[src/rtl/instruction_fetch_queue.sv]
// Fetch stage: owns the program counter, drives the program-memory address and
// buffers {pc, instruction} pairs in a DEPTH-entry FIFO drained by valid/ready.
module instruction_fetch_queue #(
    parameter int                    ADDR_WIDTH = 32,
    parameter int                    DATA_WIDTH = 32,
    parameter int                    DEPTH      = 4,
    parameter logic [ADDR_WIDTH-1:0] RESET_PC   = '0
) (
    input  logic                           clock,
    input  logic                           reset,
    input  logic                           fetch_enable,
    output logic [ADDR_WIDTH-1:0]          mem_adr,
    input  logic [DATA_WIDTH-1:0]          mem_data,
    input  logic                           redirect_valid,
    input  logic [ADDR_WIDTH-1:0]          redirect_target,
    output logic                           inst_valid,
    input  logic                           inst_ready,
    output logic [DATA_WIDTH-1:0]          inst_data,
    output logic [ADDR_WIDTH-1:0]          inst_pc,
    output logic [$clog2(DEPTH+1)-1:0]     count
);

    localparam int PTR_W = $clog2(DEPTH);
    localparam int CNT_W = $clog2(DEPTH + 1);

    logic [ADDR_WIDTH-1:0] r_fetch_pc;
    logic [PTR_W-1:0]      r_head;
    logic [PTR_W-1:0]      r_tail;
    logic [CNT_W-1:0]      r_count;

    logic [ADDR_WIDTH-1:0] r_pc_mem   [DEPTH];
    logic [DATA_WIDTH-1:0] r_data_mem [DEPTH];

    logic w_empty;
    logic w_full;
    logic w_pop;
    logic w_push;

    // Full is judged on the registered count only, so a pop never frees a
    // slot for a push in the same cycle and inst_ready stays off this path.
    assign w_empty = (r_count == '0);
    assign w_full  = (r_count == CNT_W'(DEPTH));
    assign w_pop   = ~w_empty & inst_ready;
    assign w_push  = fetch_enable & ~w_full & ~redirect_valid;

    // NOTE: state registers use non-blocking assignments so every flop samples
    // the pre-edge values of the others, independent of statement order.
    always_ff @(posedge clock or posedge reset) begin
        if (reset) begin
            r_fetch_pc <= RESET_PC;
            r_head     <= '0;
            r_tail     <= '0;
            r_count    <= '0;
        end else if (redirect_valid) begin
            // A pop in this cycle still counts as delivered; its entry is dropped.
            r_fetch_pc <= redirect_target;
            r_head     <= '0;
            r_tail     <= '0;
            r_count    <= '0;
        end else begin
            if (w_pop) begin
                r_head <= r_head + PTR_W'(1);
            end
            if (w_push) begin
                r_tail     <= r_tail + PTR_W'(1);
                r_fetch_pc <= r_fetch_pc + ADDR_WIDTH'(1);
            end
            r_count <= r_count + CNT_W'(w_push) - CNT_W'(w_pop);
        end
    end

    // NOTE: the storage array has no reset; entries are only observable once
    // count marks them valid, and leaving reset off lets it map to plain RAM.
    always_ff @(posedge clock) begin
        if (w_push) begin
            r_pc_mem[r_tail]   <= r_fetch_pc;
            r_data_mem[r_tail] <= mem_data;
        end
    end

    assign mem_adr    = r_fetch_pc;
    assign inst_valid = ~w_empty;
    assign inst_data  = r_data_mem[r_head];
    assign inst_pc    = r_pc_mem[r_head];
    assign count      = r_count;

endmodule
[config.mk]
export PLATFORM = sky130hd
export DESIGN_NAME = instruction_fetch_queue
export DESIGN_NICKNAME = d
export VERILOG_FILES = /design/src/rtl/instruction_fetch_queue.sv
export SDC_FILE = /design/constraint.sdc
export NUM_CORES = 1
export LEC_CHECK = 0
export CAP_MARGIN = 20
export CORE_ASPECT_RATIO = 0.75
export CORE_MARGIN = 2
export CORE_UTILIZATION = 49
export CTS_CLUSTER_SIZE = 25
export DETAILED_ROUTE_END_ITERATION = 8
export GPL_TIMING_DRIVEN = 0
export PLACE_DENSITY = 0.8
export REMOVE_ABC_BUFFERS = 1
export SLEW_MARGIN = 40
export SYNTH_ARGS = -nofsm -noshare
export SYNTH_HDL_FRONTEND = slang
export SYNTH_SLANG_ARGS = --single-unit
[constraint.sdc]
create_clock -name clock -period 6.7 [get_ports clock]
set_input_delay 1.34 -clock clock [delete_from_list [all_inputs] [get_ports clock]]
set_output_delay 1.34 -clock clock [all_outputs]
set_load 0.01 [all_outputs]
### Word-level counts from Yosys, hierarchy flattened

Memory sizes are Yosys's and may differ from the RTL's.
Index checks and enable logic that the tools add are counted.

* input port bits: 69
* output and inout port bits: 100
* register bits after elaboration: 39
* bits in writable memories: 256
* word-level logic and storage cells: 30
* memories kept: 2

Memory list
* r_data_mem: words 4, width 32, read ports 1, clocked after memory_dff 0, write ports 1, line 32 `logic [DATA_WIDTH-1:0] r_data_mem [DEPTH];`
* r_pc_mem: words 4, width 32, read ports 1, clocked after memory_dff 0, write ports 1, line 31 `logic [ADDR_WIDTH-1:0] r_pc_mem [DEPTH];`

* add/subtract/negate cells: 5
* equality and inequality tests: 1
* muxes and demuxes: 9
* reduce and logical (&&, ||, !) cells: 3
* bitwise gates (word level): 6

Operators with widths (number)
* two-way mux 32 bit: 2
* adder 32 x 1 -> 32 bit (second input constant): 1
* two-way mux 2 bit: 4
* adder 2 x 1 -> 2 bit (second input constant): 2
* nonzero test 2 bit: 2
* adder 3 x 1 -> 3 bit: 1
* bitwise AND 1 bit: 3
* equality test 3 bit (second input constant): 1
* zero test 3 bit: 1
* two-way mux 3 bit: 1
* inverter 1 bit: 3
* subtractor 3 x 1 -> 3 bit: 1
* two-way mux 1 bit: 2

### Depth between registers and ports, before layout

* depth in word-level cells: 7
* gate-level depth with buffers: 11
* gate-level depth less buffers: 11

### Worst setup path after synthesis

OpenSTA, ideal clock, no wires.

* path type: input to register
* start: input port fetch_enable
* end: memory r_data_mem[0][0], enable pin
* data arrival time: 3.355 ns
* stages on the path: 3
* library setup time: 0.429 ns
* buffers on the path: 1
* setup slack: 2.916 ns
* data required time: 6.271 ns
* cell sequence: nor2b_1 clkbuf_1 and3_1

* cells in the longest elaborated chain, start to end: 4

RTL lines
* start, declared: line 11 `input logic fetch_enable,`
* bitwise AND 1 bit (2 in a row): line 44 `assign w_push = fetch_enable & ~w_full & ~redirect_valid;`
* two-way mux 1 bit: line 75 `if (w_push) begin`
* two-way mux 1 bit (not written as such): line 77 `r_data_mem[r_tail] <= mem_data;`
* end, declared: line 32

Every way passes these cells.

### Final worst setup path

* start: register r_head[0]
* end: output port inst_pc[18]

* cells in the longest elaborated chain, start to end: 1

RTL lines
* start, declared: line 27 `logic [PTR_W-1:0] r_head;`
* start signal, assigned: line 62 `r_head <= r_head + PTR_W'(1);`
* memory read (4 x 32 bit)
* end, declared: line 19 `output logic [ADDR_WIDTH-1:0] inst_pc,`

Every way passes these cells.

==> run metrics <==
RSZ-0062 raised after global routing=no; count of TritonRoute iterations in the first routing pass=5; number of buffers on the longest clock path=3; Starting DRT DRC Count=between 400 and 500; nature of the critical path startpoint=flop; most used routing layer=met2; CTS resizes=0; count of placed standard cells in the final layout, fillers left out=around 1100; worst slew margin relative to its limit=0.492; PD cells=346 nW/um^2; leading cell types by total area after synthesis=sky130_fd_sc_hd__edfxtp_1 67%, sky130_fd_sc_hd__mux4_2 13%, sky130_fd_sc_hd__dfrtp_1 8.6%, sky130_fd_sc_hd__xor2_1 2.2%, sky130_fd_sc_hd__nand2_1 1.5%; maximum vdd drop=0.258 mV; number of antenna violations at the first check in global routing=0; top cells by instance count after synthesis=256 x sky130_fd_sc_hd__edfxtp_1, 64 x sky130_fd_sc_hd__mux4_2, 45 x sky130_fd_sc_hd__nand2_1; filler instances=1574; Crit Path Max Fanout=26; number of antenna-violating nets in the routed design=0; mean number of vias per cell=5.69; Yosys top cell area share=0.674; DP Area=~14000 um^2; share of cells above drive strength 1=0.181; predominant post-synthesis flop cell=sky130_fd_sc_hd__edfxtp_1; height of the die=136 um; Achievable Freq=0.252 GHz; Global Route met2 Usage=0.327; core area=22900 um^2; Crit. End Element=output port; CTS Sinks=295; top cell type by total area after synthesis=sky130_fd_sc_hd__edfxtp_1; fraction of power consumed by combinational cells=0.233; wire length of the first global-routing pass=approximately 37000 um; global router's overall resource usage=0.199; internal power=3.80 mW; fraction of power spent switching nets=0.250; actual transition at the worst max-transition pin=0.756 ns; Final GP Congestion=just over 0.8; number of hold violations in the final report=0; start-to-end type of the worst setup path=reg -> out; routing usage on met3=0.0380; power dissipated by switching net loads=around 1.3 mW; area of all placed cells without fillers=~15000 um^2; number of max-slew violations in the final report=0; yosys synthesis warning count=0; total half-perimeter wirelength after legalization and detailed placement=15600 um; postcts setup bufs=0; clock slew seen by the registers of the worst setup and hold paths=about 0.070 ns; post-synthesis cell count=577; FP Rows=48; worst skew pair latency=0.54 ns; signed area change from the synthesized netlist to the final layout=28.1%; die width=between 150 and 200 um; TritonCTS clock tree=yes; die area=24500 um^2; fraction of registers with async set/reset=0.132; Worst Clk Skew=0.0167 ns; final period utilization=0.592; outcome=complete, no violations; number of I/O pins=between 150 and 200; Post-Syn Area=11400 um^2; total leakage power=4.81 nW; effective utilization at floorplan=0.497; global-route met1 utilization=0.284; maximum number of pins on one net before global-route repair=44; number of synthesized flops with an enable pin=about 260; # placed instances=roughly 1000; endpoint arrival time on the critical path=2.62 ns; final net count=841; final WL=24000 um; Setup WS pre-CTS=~3.0 ns; WP data required=5.36 ns; count of state elements after synthesis=295; CTS hold repair buffers=0; number of clock buffers inserted by TritonCTS=27; final-layout setup total negative slack=0 ns; antenna fix cells=0; most repeated cell in the gate-level netlist after synthesis=sky130_fd_sc_hd__edfxtp_1; synthesized area per cell=19.8 um^2; number of vias after detailed routing=6173; vias in the first global route=around 6500; wire length per cell=22.1 um; residual DRC count=0; global-route congestion overflow total=0; H-tree Lvls=1; Worst Setup Slack, final=around 2.7 ns; part of the total power dissipated in sequential elements=0.449; CTS root buf=sky130_fd_sc_hd__clkbuf_16; post-layout power=around 5 mW; Port Buf Inserts=168; distinct cell type count after synthesis=33; part of the power in the clock network=0.317; count of endpoints failing setup in the final report=0; fraction of the yosys area taken by sequential cells=0.760; Max-Cap Viols=0; time the worst path needs with I/O delays and setup=just under 4 ns; type of the worst min-delay path=reg -> reg
==> cell type report <==
cell class	count	area, um^2	area share
clock buffer	32	714	0.0489
sequential	295	8670	0.594
timing repair buffer	182	1950	0.134
multi-input combinational	250	2640	0.181
tap	300	375	0.0257
clock inverter	18	224	0.0153
inverter	8	30.0	0.00206
==> cell families after synthesis <==
group                    after synthesis  synth area share
AO/OA/AOI/OAI                         32            0.0144
XOR/XNOR                              35            0.0269
adder cells (fa/ha/maj)                8           0.00944
buffers and inverters                 32            0.0112
flip-flops                           295             0.760
multiplexers                          66             0.128
AND/OR/NAND/NOR                      109            0.0499
==> stage by stage <==
stage          hold WS [ns]  utilization
3_5_place_dp          0.562        0.596
2_1_floorplan         0.536            -
6_report              0.583        0.637
4_1_cts               0.579        0.637
5_1_grt               0.598        0.637
3_3_place_gp          0.557        0.582
==> cells in the final DEF, fill, tap and decap left out, types with 2 or more instances in the layout <==
cell,instances
sky130_fd_sc_hd__clkbuf_1,3
sky130_fd_sc_hd__inv_1,7
sky130_fd_sc_hd__ha_1,7
sky130_fd_sc_hd__edfxtp_1,256
sky130_fd_sc_hd__and4_1,2
sky130_fd_sc_hd__xor2_1,28
sky130_fd_sc_hd__nor2_1,12
sky130_fd_sc_hd__dfrtp_4,2
sky130_fd_sc_hd__nand2_1,45
sky130_fd_sc_hd__dfrtp_1,37
sky130_fd_sc_hd__clkinvlp_4,2
sky130_fd_sc_hd__clkinv_2,10
sky130_fd_sc_hd__nand4_1,13
sky130_fd_sc_hd__clkbuf_16,27
sky130_fd_sc_hd__nor4_2,2
sky130_fd_sc_hd__and2_1,3
sky130_fd_sc_hd__o21ai_1,30
sky130_fd_sc_hd__clkbuf_8,2
sky130_fd_sc_hd__bufinv_16,5
sky130_fd_sc_hd__xnor2_1,7
sky130_fd_sc_hd__and3_4,4
sky130_fd_sc_hd__buf_12,12
sky130_fd_sc_hd__nand3_1,16
sky130_fd_sc_hd__nor3_2,2
sky130_fd_sc_hd__buf_4,2
sky130_fd_sc_hd__mux4_2,64
sky130_fd_sc_hd__clkdlybuf4s50_1,167
sky130_fd_sc_hd__and3_1,2
==> power groups by stage <==
stage / sequential (mW) / combinational [mW] / clock (mW)
after floorplan: 2.35 / 0.538 / 0
after global placement: 2.40 / 1.08 / 0
after detailed placement: 2.32 / 1.20 / 0
after CTS: 2.28 / 1.20 / 1.64
after global routing: 2.29 / 1.26 / 1.71
final: 2.27 / 1.18 / 1.61
==> metal layers <==
metal	up-vias	wire (um)
met5	-	0
met4	0	485
met3	41	1590
met2	259	11700
met1	3196	10200
li1	2677	-
==> sequential cells by signal (all words and copies together), names as in the netlist <==
| name | count |
|---|---|
| count | 3 |
| r_tail | 2 |
| mem_adr | 32 |
| r_data_mem | 128 |
| r_pc_mem | 128 |
| r_head | 2 |
==> critical path: stages (launching register included) <==
cell	delay [ns]
sky130_fd_sc_hd__dfrtp_4	0.69
sky130_fd_sc_hd__buf_12	0.30
sky130_fd_sc_hd__mux4_2	0.53
sky130_fd_sc_hd__clkdlybuf4s50_1	0.56
==> worst paths after layout <==
| path | startpoint | to | slack, ns | cells past startpoint |
|---|---|---|---|---|
| worst min-delay path | mem_adr[27]$_DFFE_PP0P_ | r_pc_mem[3][27]$_DFFE_PP_ | 0.58 | 0 |
| worst min register to register | mem_adr[27]$_DFFE_PP0P_ | r_pc_mem[3][27]$_DFFE_PP_ | 0.58 | 0 |
| worst max register to register | count[1]$_DFF_PP0_ | count[2]$_DFF_PP0_ | 4.22 | 11 |
| worst max-delay path | r_head[0]$_DFFE_PP0P_ | inst_pc[18] | 2.74 | 3 |
| min in group asynchronous | reset | mem_adr[1]$_DFFE_PP0P_ | 1.20 | 2 |
| max in group asynchronous | reset | mem_adr[22]$_DFFE_PP0P_ | 4.99 | 3 |
Power figures use the tool's default switching activity.
